[config.mk]
export PLATFORM = sky130hd
export DESIGN_NAME = mbist_scan_host
export DESIGN_NICKNAME = d
export VERILOG_FILES = /design/src/rtl/mbist_scan_host.sv
export SDC_FILE = /design/constraint.sdc
export NUM_CORES = 1
export LEC_CHECK = 0
export BUFFER_PORTS_ARGS = -buffer_cell sky130_fd_sc_hd__buf_2
export CAP_MARGIN = 20
export CORE_MARGIN = 1.5
export CORE_UTILIZATION = 50
export CTS_CLUSTER_DIAMETER = 40
export DETAILED_ROUTE_END_ITERATION = 10
export GPL_TIMING_DRIVEN = 0
export PLACE_DENSITY = 0.76
export SETUP_SLACK_MARGIN = 0.02
export SKIP_CTS_REPAIR_TIMING = 1
export SYNTH_ARGS = -nofsm -noshare
export SYNTH_HDL_FRONTEND = slang
export SYNTH_SLANG_ARGS = --single-unit
[constraint.sdc]
create_clock -name wb_clk_i -period 1.9 [get_ports wb_clk_i]
set_clock_uncertainty 0.05 [all_clocks]
set_input_delay 0.095 -clock wb_clk_i [delete_from_list [all_inputs] [get_ports wb_clk_i]]
set_output_delay 0.095 -clock wb_clk_i [all_outputs]
set_load 0.01 [all_outputs]
[src/rtl/mbist_scan_host.sv]
// mbist_scan_host: host-side master for the MBIST serial control pins.
// Turns one-word commands into RUN/SHIFT/LOAD/DISABLE pin sequences.
module mbist_scan_host #(
  parameter int CHAIN_WD = 32,
  parameter int LEN_WD   = 6,
  parameter int TMO_WD   = 16
) (
  input  logic                wb_clk_i,
  input  logic                wb_rst_i,
  input  logic                cmd_valid,
  output logic                cmd_ready,
  input  logic [1:0]          cmd_op,
  input  logic [LEN_WD-1:0]   cmd_len,
  input  logic [CHAIN_WD-1:0] cmd_wdata,
  output logic                rsp_valid,
  input  logic                rsp_ready,
  output logic [CHAIN_WD-1:0] rsp_rdata,
  output logic [1:0]          rsp_status,
  input  logic [TMO_WD-1:0]   cfg_timeout,
  output logic                bist_en,
  output logic                bist_run,
  output logic                bist_shift,
  output logic                bist_load,
  output logic                bist_sdi,
  input  logic                bist_sdo,
  input  logic                bist_done
);

  typedef enum logic [2:0] {
    S_IDLE, S_RUN, S_SHIFT, S_LOAD, S_RESP
  } state_t;

  localparam logic [1:0] OP_RUN   = 2'd0;
  localparam logic [1:0] OP_SHIFT = 2'd1;
  localparam logic [1:0] OP_LOAD  = 2'd2;

  localparam logic [1:0] ST_OK     = 2'b00;
  localparam logic [1:0] ST_TMO    = 2'b01;
  localparam logic [1:0] ST_BADLEN = 2'b10;

  state_t              state_q, state_d;
  logic [LEN_WD-1:0]   len_q, len_d;
  logic [LEN_WD-1:0]   idx_q, idx_d;
  logic [CHAIN_WD-1:0] wdata_q, wdata_d;
  logic [CHAIN_WD-1:0] rdata_q, rdata_d;
  logic [TMO_WD-1:0]   tmo_q, tmo_d;
  logic [TMO_WD-1:0]   cnt_q, cnt_d;
  logic                first_q, first_d;
  logic [1:0]          status_q, status_d;
  logic                en_q, en_d;

  // State and datapath registers, synchronous reset
  always_ff @(posedge wb_clk_i) begin
    if (wb_rst_i) begin
      state_q  <= S_IDLE;
      len_q    <= '0;
      idx_q    <= '0;
      wdata_q  <= '0;
      rdata_q  <= '0;
      tmo_q    <= '0;
      cnt_q    <= '0;
      first_q  <= 1'b0;
      status_q <= ST_OK;
      en_q     <= 1'b0;
    end else begin
      state_q  <= state_d;
      len_q    <= len_d;
      idx_q    <= idx_d;
      wdata_q  <= wdata_d;
      rdata_q  <= rdata_d;
      tmo_q    <= tmo_d;
      cnt_q    <= cnt_d;
      first_q  <= first_d;
      status_q <= status_d;
      en_q     <= en_d;
    end
  end

  // Command decode, op sequencing and response capture
  always_comb begin
    state_d  = state_q;
    len_d    = len_q;
    idx_d    = idx_q;
    wdata_d  = wdata_q;
    rdata_d  = rdata_q;
    tmo_d    = tmo_q;
    cnt_d    = cnt_q;
    first_d  = first_q;
    status_d = status_q;
    en_d     = en_q;
    unique case (state_q)
      S_IDLE: begin
        if (cmd_valid) begin
          len_d    = cmd_len;
          wdata_d  = cmd_wdata;
          tmo_d    = cfg_timeout;
          idx_d    = '0;
          cnt_d    = '0;
          first_d  = 1'b1;
          rdata_d  = '0;
          status_d = ST_OK;
          en_d     = 1'b1;
          unique case (cmd_op)
            OP_RUN:  state_d = S_RUN;
            OP_SHIFT: begin
              if (cmd_len > LEN_WD'(CHAIN_WD)) begin
                status_d = ST_BADLEN;
                state_d  = S_RESP;
              end else if (cmd_len == '0) begin
                state_d = S_RESP;
              end else begin
                state_d = S_SHIFT;
              end
            end
            OP_LOAD: state_d = S_LOAD;
            default: begin
              en_d    = 1'b0;
              state_d = S_RESP;
            end
          endcase
        end
      end
      S_RUN: begin
        cnt_d   = cnt_q + TMO_WD'(1);
        first_d = 1'b0;
        if (!first_q && bist_done) begin
          state_d = S_RESP;
        end else if (tmo_q != '0 &&
                     cnt_q == tmo_q - TMO_WD'(1)) begin
          status_d = ST_TMO;
          state_d  = S_RESP;
        end
      end
      S_SHIFT: begin
        wdata_d = wdata_q >> 1;
        idx_d   = idx_q + LEN_WD'(1);
        for (int i = 0; i < CHAIN_WD; i++) begin
          if (idx_q == LEN_WD'(i)) rdata_d[i] = bist_sdo;
        end
        if (idx_q == len_q - LEN_WD'(1)) state_d = S_RESP;
      end
      S_LOAD: state_d = S_RESP;
      S_RESP: if (rsp_ready) state_d = S_IDLE;
      default: state_d = S_IDLE;
    endcase
  end

  assign cmd_ready  = (state_q == S_IDLE);
  assign rsp_valid  = (state_q == S_RESP);
  assign rsp_rdata  = rdata_q;
  assign rsp_status = status_q;
  assign bist_en    = en_q;
  assign bist_run   = (state_q == S_RUN);
  assign bist_shift = (state_q == S_SHIFT);
  assign bist_load  = (state_q == S_LOAD);
  assign bist_sdi   = (state_q == S_SHIFT) & wdata_q[0];

endmodule

==> tab_implementation.tex <==
\begin{tabular}{lr}
\hline
Metric & Value \\
\hline
\multicolumn{2}{l}{\textbf{Final layout}} \\
Synthesis-to-layout area growth & 37.4\% \\
Share of layout cells above drive strength 1 & 0.234 \\
Number of diodes added for antenna fixing & 0 \\
Final standard cell area without fillers & $\sim$7700 sq um \\
Number of filler instances in the final layout & around 850 \\
Number of nets in the layout & 936 \\
\multicolumn{2}{l}{\textbf{GRT}} \\
Maximum number of pins on one net before global-route repair & 17 \\
Total routing resource utilization after global routing & 0.257 \\
Antenna violations before repair & 0 \\
Overflow left after global routing & 0 \\
Vias in the first global route & slightly above 5000 \\
Global-route wire length before repair & 23.5 mm \\
\multicolumn{2}{l}{\textbf{Logic synthesis}} \\
Asr flop ratio synth & 0 \\
Top cell type by total area after synthesis & sky130\_fd\_sc\_hd\_\_dfxtp\_1 \\
Synthesized area divided by synthesized cell count & 8.25 sq um \\
Cell types with the highest counts after synthesis & sky130\_fd\_sc\_hd\_\_nor2\_1 (121), sky130\_fd\_sc\_hd\_\_dfxtp\_1 (115), sky130\_fd\_sc\_hd\_\_a21oi\_1 (73) \\
Number of distinct library cells after synthesis & roughly 60 \\
Post-synthesis register bit count & 115 \\
Part of the Yosys area used for sequential elements & 0.410 \\
Portion of synthesized cell area occupied by the leading cell type & 0.410 \\
Cell count after synthesis & 681 \\
Synth Net Count & 750 \\
Netlist Area Pre-Place & 5620 sq um \\
Total number of yosys warnings & 0 \\
Primary FF master, synth & sky130\_fd\_sc\_hd\_\_dfxtp\_1 \\
Dominant cell by count in the synthesized netlist & sky130\_fd\_sc\_hd\_\_nor2\_1 \\
Top cells by area in the synthesized netlist & sky130\_fd\_sc\_hd\_\_dfxtp\_1 (41\%), sky130\_fd\_sc\_hd\_\_nor2\_1 (8.1\%), sky130\_fd\_sc\_hd\_\_a21oi\_1 (6.5\%) \\
Count of flip-flops with a built-in enable after synthesis & 0 \\
\multicolumn{2}{l}{\textbf{Setup path}} \\
Maximum fanout encountered on the critical timing path & 8 \\
Slowest cell on the critical path & sky130\_fd\_sc\_hd\_\_dfxtp\_2 \\
Cell family contributing the most delay on the critical path & compound AO/OA/AOI/OAI gates \\
Kind of critical path & reg -> reg \\
Type of origin of the critical path & flop \\
Most common cell on crit path & sky130\_fd\_sc\_hd\_\_buf\_4 \\
Endpoint arrival time on the critical path & 2.63 ns \\
Series of cell instances along the critical path & inv\_2 -> ha\_4 -> nor4b\_4 -> buf\_4 -> a211oi\_1 -> o32ai\_1 -> a21o\_1 -> a2111oi\_4 -> buf\_4 -> a211oi\_2 \\
Endpoint class of the critical path & flop \\
Count of buffering cells on the critical path with inverters included & 3 \\
Crit-path max cell delay & 0.39 ns \\
Data required time at the worst endpoint & 2.23 ns \\
\multicolumn{2}{l}{\textbf{Timing}} \\
Final setup violation count & 16 \\
Shortest period the worst path allows & roughly 2.3 ns \\
WHS & just under 0.07 ns \\
Worst setup margin & -0.396 ns \\
Period utilisation layout & 1.21 \\
Achievable frequency & approximately 0.44 GHz \\
Hold violation total from the final report & 0 \\
Max-slew violation total from the final report & 0 \\
Slew headroom & 0.604 \\
Slew @ Worst Pin & 0.594 ns \\
Setup repair after global routing missed its margin & yes \\
\multicolumn{2}{l}{\textbf{Detailed routing}} \\
Number of nets with antenna violations after routing & 0 \\
Routed vias/inst & 5.64 \\
Total routed wirelength & around 16 mm \\
Detailed-router iteration count before antenna repair & 5 \\
Vias & 5747 \\
1st-iter DRT viols & 414 \\
Routed length per instance & 16.0 microns \\
Number of remaining DRC errors & 0 \\
\multicolumn{2}{l}{\textbf{Floorplan}} \\
Total die area & 11900 sq um \\
Num rows & 38 \\
Floorplan die width & 109 microns \\
\# IOs & 103 \\
Height of the die & 109 microns \\
Starting Density & 0.516 \\
Placeable Area & 10900 sq um \\
\multicolumn{2}{l}{\textbf{Placement}} \\
Post-Place Worst Slack & -0.420 ns \\
Count of input and output buffers & 101 \\
DP HPWL & 10.7 mm \\
Placement Cell Area & 6340 sq um \\
Final Wtd Congestion & approximately 0.88 \\
\multicolumn{2}{l}{\textbf{Clock tree}} \\
Number of buffers created by CTS & 17 \\
TritonCTS clock tree & built \\
Clock Tree Buf Depth & 2 \\
Cell chosen for the clock root & sky130\_fd\_sc\_hd\_\_clkbuf\_8 \\
Htree depth & 4 \\
Number of sinks on the clock net & 115 \\
Clock insertion delay at the later pin of the skew report & 0.53 ns \\
Clock-pin slew on the worst setup and hold paths & 0.05 ns \\
\multicolumn{2}{l}{\textbf{Pwr}} \\
Peak supply drop & 0.683 mV \\
Power density over the cells & 1040 nW/um\^{}2 \\
Total leakage power & 3.32 nW \\
\multicolumn{2}{l}{\textbf{Hold path}} \\
Path class of the lowest-slack min-delay path & in -> reg \\
\multicolumn{2}{l}{\textbf{Job}} \\
Number of max-cap violations & 0 \\
\multicolumn{2}{l}{\textbf{Outcome}} \\
Violations in the final reports & negative setup slack \\
Run status & finished with violations \\
\hline
\end{tabular}
[kinds of logic (layout without fill, tap and decap cells)]
group                      Yosys count  after routing  synth area share
buffers and inverters               66            264            0.0483
xor gates and xnor gates            30             30            0.0492
AOI/OAI and AO/OA                  145            145             0.171
and+or+nand+nor                    279            279             0.235
muxes                               39             39            0.0710
DFF                                115            115             0.410
adders and majority gates            7              7            0.0156
[worst paths after layout]
path,from,end,slack (ns),cells past startpoint
setup / recovery,tmo_q[1]$_SDFFE_PP0P_,rsp_status[1]$_SDFFE_PP0P_,-0.40,10
hold / removal,wb_rst_i,rsp_status[0]$_SDFFE_PP0P_,0.07,4
setup reg to reg,tmo_q[1]$_SDFFE_PP0P_,rsp_status[1]$_SDFFE_PP0P_,-0.40,10
hold reg to reg,wdata_q[0]$_SDFFE_PP0P_,wdata_q[0]$_SDFFE_PP0P_,0.42,2
[metal layers]
layer / track usage / vias up / part of all wire
met2: 0.455 / 207 / 0.51
met5: 0 / - / 0
met4: 0.112 / 0 / 0.024
met1: 0.289 / 2734 / 0.40
met3: 0.0699 / 39 / 0.057
li1: - / 2767 / -
[placed cells by master (no fill, tap or decap), drive strengths merged, types with 7 or more instances in the layout]
cell / instances
buf: 123
nor2: 121
dfxtp: 115
a21oi: 73
nand2: 70
clkbuf: 60
dlygate4sd3: 59
mux2i: 32
o221ai: 28
xnor2: 19
nand3: 18
inv: 14
nor3: 14
xor2: 10
and3: 10
and2: 9
o21ai: 8
a211oi: 7
ha: 7
mux2: 7
[state kept, by name, indices dropped and copies added, names as in the netlist]
name and count:
tmo_q 16, rsp_rdata 32, first_q 1, rsp_status 2, state_q 3, bist_en 1
wdata_q 32, len_q 6, idx_q 6, cnt_q 16
[area by class of cell]
type,count,area [sq um],area share
plain buffers,46,244,0.0316
clock buffers,23,457,0.0592
clock inverters,8,103,0.0133
inverters,14,53.8,0.00697
multi-input cells,500,3170,0.410
flip-flops and latches,115,2310,0.300
well taps,140,175,0.0227
repair buffers,173,1210,0.156
[stage by stage]
stage	total power (W)	util	std cells	TNS, ns
after floorplan	0.00423	-	681	-0.328
after global placement	0.00463	0.582	922	-14.15
after detailed placement	0.00471	0.582	922	-20.79
after CTS	0.00772	0.633	953	-24.10
after global routing	0.00836	0.709	1019	-4.31
final	0.00801	0.709	1019	-2.34
[power by group]
part	switching [W]	leakage (nW)	internal (W)
sequential	0.000230	0.941	0.00267
combinational	0.00117	2.11	0.000924
clock	0.00109	0.268	0.00193
[worst min-delay path, delay by kind of cell]
kind	cells	cell delay (ns)
buffers and inverters	2	0.27
AO/OA/AOI/OAI	1	0.08
AND/OR/NAND/NOR	1	0.17
No activity file was read; power rests on OpenSTA's default activity.
